==> src/rtl/palette_lut.sv <==
// Register-based colour palette with 1-cycle registered RGB output, blanking to black,
// and a frame-synchronised screen-flash sequencer (black frames, then white frames).
module palette_lut #(
   parameter int IDX_W        = 4,
   parameter int COLOR_W      = 4,
   parameter int FLASH_FRAMES = 2
) (
   input  logic                   Clk,
   input  logic                   Reset,
   input  logic [IDX_W-1:0]       color_idx,
   input  logic                   pix_valid,
   input  logic                   wr_en,
   input  logic [IDX_W-1:0]       wr_addr,
   input  logic [3*COLOR_W-1:0]   wr_data,
   input  logic                   frame_tick,
   input  logic                   flash_req,
   output logic [COLOR_W-1:0]     VGA_R,
   output logic [COLOR_W-1:0]     VGA_G,
   output logic [COLOR_W-1:0]     VGA_B,
   output logic                   rgb_valid,
   output logic                   flash_active
);

   localparam int DEPTH = 2**IDX_W;
   localparam int RGB_W = 3*COLOR_W;
   localparam int CNT_W = $clog2(FLASH_FRAMES+1);

   typedef enum logic [1:0] {IDLE, ARM, BLACK, WHITE} state_t;

   state_t             state, state_next;
   logic [CNT_W-1:0]   cnt, cnt_next;
   logic               last_frame;
   logic               force_black, force_white, in_flash;
   logic [RGB_W-1:0]   palette [DEPTH];

   // Wider components keep the 4-bit default nibble in their MSBs.
   function automatic logic [COLOR_W-1:0] scale_nibble(input logic [3:0] nib);
      return COLOR_W'(nib) << (COLOR_W-4);
   endfunction

   function automatic logic [RGB_W-1:0] default_entry(input int idx);
      logic [11:0] rgb4;
      case (idx)
         2:       rgb4 = 12'hFFF;
         3:       rgb4 = 12'h660;
         4:       rgb4 = 12'h8D0;
         5:       rgb4 = 12'h050;
         6:       rgb4 = 12'h0FB;
         7:       rgb4 = 12'h520;
         default: rgb4 = 12'h000;
      endcase
      return {scale_nibble(rgb4[11:8]), scale_nibble(rgb4[7:4]), scale_nibble(rgb4[3:0])};
   endfunction

   always_ff @(posedge Clk or posedge Reset) begin
      if (Reset) begin
         for (int i = 0; i < DEPTH; i++) palette[i] <= default_entry(i);
      end else if (wr_en) begin
         palette[wr_addr] <= wr_data;
      end
   end

   always_ff @(posedge Clk or posedge Reset) begin
      if (Reset) begin
         state <= IDLE;
         cnt   <= '0;
      end else begin
         state <= state_next;
         cnt   <= cnt_next;
      end
   end

   assign last_frame = (cnt == CNT_W'(FLASH_FRAMES-1));

   // Flash phases advance only on frame ticks so the screen changes on frame boundaries.
   always_comb begin
      state_next = state;
      cnt_next   = cnt;
      unique case (state)
         IDLE:  if (flash_req) state_next = ARM;
         ARM:   if (frame_tick) begin
                   state_next = BLACK;
                   cnt_next   = '0;
                end
         BLACK: if (frame_tick) begin
                   if (last_frame) begin
                      state_next = WHITE;
                      cnt_next   = '0;
                   end else begin
                      cnt_next = cnt + CNT_W'(1);
                   end
                end
         WHITE: if (frame_tick) begin
                   if (last_frame) begin
                      state_next = IDLE;
                      cnt_next   = '0;
                   end else begin
                      cnt_next = cnt + CNT_W'(1);
                   end
                end
         default: state_next = IDLE;
      endcase
   end

   always_comb begin
      force_black = (state == BLACK);
      force_white = (state == WHITE);
      in_flash    = force_black | force_white;
   end

   // Reading the palette array here sees the pre-write value, giving read-before-write.
   always_ff @(posedge Clk or posedge Reset) begin
      if (Reset) begin
         {VGA_R, VGA_G, VGA_B} <= '0;
         rgb_valid             <= 1'b0;
         flash_active          <= 1'b0;
      end else begin
         rgb_valid    <= pix_valid;
         flash_active <= in_flash;
         if (!pix_valid || force_black)
            {VGA_R, VGA_G, VGA_B} <= '0;
         else if (force_white)
            {VGA_R, VGA_G, VGA_B} <= '1;
         else
            {VGA_R, VGA_G, VGA_B} <= palette[color_idx];
      end
   end

endmodule

==> config.mk <==
export PLATFORM = sky130hd
export DESIGN_NAME = palette_lut
export DESIGN_NICKNAME = d
export VERILOG_FILES = /design/src/rtl/palette_lut.sv
export SDC_FILE = /design/constraint.sdc
export NUM_CORES = 1
export LEC_CHECK = 0
export BUFFER_PORTS_ARGS = -buffer_cell sky130_fd_sc_hd__buf_2
export CAP_MARGIN = 25
export CORE_ASPECT_RATIO = 0.6
export CORE_MARGIN = 10
export CORE_UTILIZATION = 62
export DETAILED_ROUTE_END_ITERATION = 8
export PLACE_DENSITY = 0.8
export SLEW_MARGIN = 0
export SYNTH_ARGS = -nofsm -noshare
export SYNTH_HDL_FRONTEND = slang
export SYNTH_SLANG_ARGS = --single-unit
==> constraint.sdc <==
create_clock -name Clk -period 10.17 [get_ports Clk]
set_clock_uncertainty 0.15 [all_clocks]
set_input_delay 2.034 -clock Clk [delete_from_list [all_inputs] [get_ports Clk]]
set_output_delay 2.034 -clock Clk [all_outputs]
set_load 0.05 [all_outputs]
==> flow_metrics.py <==
metrics = {
    "grt": {
        "overflow": 0,
        "first_global_vias": 5797,
        "antenna_found_initial": 0,
        "grtUsageTotal": 0.200,
        "grt_max_degree": 140,
        "grt_first_pass_wirelength_mm": 33.2,
    },
    "routing": {
        "wl_per_cell_um": 24.6,
        "vias": 5459,
        "dr.pass1.iters": 4,
        "dr.first_iter.drc_count": 427,
        "via_per_inst": 6.38,
        "drcViolationCount": 0,
        "routed_wl_mm": 21.0,
        "ant_nets": 0,
    },
    "clocking": {
        "ctsHoldBuffers": 0,
        "cts.path.max_buffers": 3,
        "clk_pin_slew_ns": 0.06,
        "postCtsSetupBuffers": 0,
        "cts_tree": "done",
        "post_cts_resized": 0,
        "clk_latency_ns": 0.49,
        "cts-root-buf": "clkbuf_16",
        "cts_buffers": 20,
        "htree_levels": 1,
        "clock-sinks": 210,
    },
    "yosys": {
        "yosysSeqAreaShare": 0.556,
        "yosys.area.top_type": "dfrtp_1",
        "syn_inst": 615,
        "synth_edf_count": 0,
        "synth.most_common_cell": "mux2_2",
        "synth_common_cells": "mux2_2 (193), dfrtp_1 (178), dfstp_2 (32), mux4_2 (32), mux2i_1 (25)",
        "synthTopCellsByArea": "dfrtp_1 (47%), mux2_2 (23%), dfstp_2 (8.8%)",
        "syn_area_sq_um": 9520,
        "synth_ff_type": "dfrtp_1",
        "syn_nets": 646,
        "yosys.area.top_type_share": 0.468,
        "async_reset_ff_frac": 1.00,
        "ys_ff_latch": 210,
        "synth_area_per_cell_sq_um": 15.5,
        "yosys_warnings": 0,
        "yosysUniqueCellTypes": 33,
    },
    "critical_path": {
        "arrival_ns": 3.92,
        "crit_fanout": 60,
        "r2r_start": "state[1]",
        "ff2ff_setup_slack_ns": 7.89,
        "r2r_cells": 5,
        "cp-start-kind": "input pin",
        "cp_data_required_time_ns": 10.35,
        "rr_endpoint": "state[1]",
        "crit_type": "in -> reg",
        "crit_path_end_kind": "flip-flop",
    },
    "floorplan": {
        "fp.dieArea_sq_um": 20900,
        "core_area_sq_um": 14800,
        "fp-row-count": 34,
        "ios": 40,
        "initial_core_util": 0.645,
        "die_h_um": 116,
        "die_w_um": 180,
    },
    "cells_and_area": {
        "antenna_cells": 0,
        "drive_gt1_frac": 0.534,
        "fin_util": 0.712,
        "finalNetCount": 674,
        "final_cell_area_sq_um": 10500,
        "stdcell_count": 855,
        "area_growth_syn_to_layout_pct": 10.4,
    },
    "worst_hold_path": {
        "hold_depth": 1,
        "hold_end": "palette[93]",
        "hold_path_startpoint": "palette[93]",
        "hold_class": "reg -> reg",
    },
    "pwr": {
        "p_per_area_nw_per_um2": 236,
        "p_leak_nw": 4.57,
        "total_power_mw": 2.48,
        "vdd_ir_drop_max_mv": 0.142,
    },
    "placed_design": {
        "dp.cells": 818,
        "placed_cell_area_sq_um": 9770,
        "dp_hpwl_mm": 13.0,
        "place.gp.congestion": 0.773,
        "dp_slack_ns": 5.96,
        "numPortBuffers": 39,
    },
    "timing": {
        "post-route-period-util": 0.368,
        "period_minus_slack_ns": 3.74,
        "tns_ns": 0,
        "slew_violations": 0,
        "rsz0062_at_grt": "no",
        "fmax_ghz": 0.267,
        "hold_viol_final": 0,
        "slew_headroom": 0.311,
        "whs_ns": 0.351,
        "finalSetupViolations": 0,
        "setup_slack_ns": 6.43,
        "tightest_slew_ns": 1.03,
    },
    "run_status": {
        "status": "finished, final reports clean",
    },
    "job": {
        "drv_cap": 0,
    },
}
==> critical path, cell delays in order <==
cell and delay [ns]:
buf_2 0.08, buf_4 0.78, mux4_2 0.61, a211oi_1 0.28, a21oi_1 0.11
==> state kept, by name, summed over array words and instances, names as in the netlist <==
name          count
VGA_B             4
VGA_G             4
VGA_R             4
cnt               2
flash_active      1
palette         192
rgb_valid         1
state             2
==> layer usage <==
| metal | track usage | vias up | part of all wire |
|---|---|---|---|
| met5 | 0 | - | 0 |
| met4 | 0.0472 | 0 | 0.015 |
| met3 | 0.0361 | 29 | 0.049 |
| met2 | 0.329 | 154 | 0.48 |
| met1 | 0.274 | 2938 | 0.46 |
| li1 | - | 2338 | - |
==> worst max path at each step <==
stage                 startpoint       end  slack, ns  cells past startpoint
finish              color_idx[1]  VGA_B[1]       6.43                      5
global route        color_idx[1]  VGA_B[3]       6.38                      5
CTS                 color_idx[1]  VGA_B[1]       6.43                      5
detailed placement  color_idx[1]  VGA_B[3]       5.96                      5
global placement    color_idx[1]  VGA_R[1]       6.00                      5
floorplan                  Reset  VGA_B[0]       2.30                      1
==> logic make-up after synthesis <==
logic type,synth area share
compound gates,0.0358
buf+inv,0.0344
fa+ha+maj,0.00657
mux,0.343
simple gates,0.0242
flops,0.556
==> final cells by class <==
cell class	count	area, sq um
multi-input combinational	352	3890
clock inverter	11	159
fill	951	4260
clock buffer	25	551
inverter	5	26.3
sequential	210	5300
timing repair buffer	54	332
tap	198	248
==> where the power goes <==
part | total (mW) | leakage (nW) | internal, mW | switching (mW)
clock | 0.800 | 0.354 | 0.487 | 0.312
combinational | 0.514 | 1.69 | 0.264 | 0.251
sequential | 1.17 | 2.53 | 1.06 | 0.109
total | 2.48 | 4.57 | 1.81 | 0.672
==> cell usage in the layout (no fill, tap or decap), types with 3 or more instances in the layout <==
cell | synthesis | layout
a211oi_1 | 12 | 12
mux4_1 | 4 | 4
buf_2 | 16 | 39
nand3_1 | 5 | 5
nand2b_1 | 5 | 5
mux2i_1 | 25 | 25
clkbuf_1 | 12 | 3
nor2_1 | 11 | 11
o22ai_1 | 14 | 14
dfstp_2 | 32 | 32
bufinv_16 | 0 | 4
clkinv_2 | 0 | 6
clkbuf_16 | 0 | 21
a22oi_1 | 12 | 12
a21oi_1 | 13 | 13
nand2_1 | 5 | 5
mux4_2 | 32 | 32
mux2_2 | 193 | 193
ha_1 | 5 | 5
inv_1 | 5 | 4
dfrtp_1 | 178 | 178
buf_4 | 9 | 13
(Power assumes the default switching activity.)
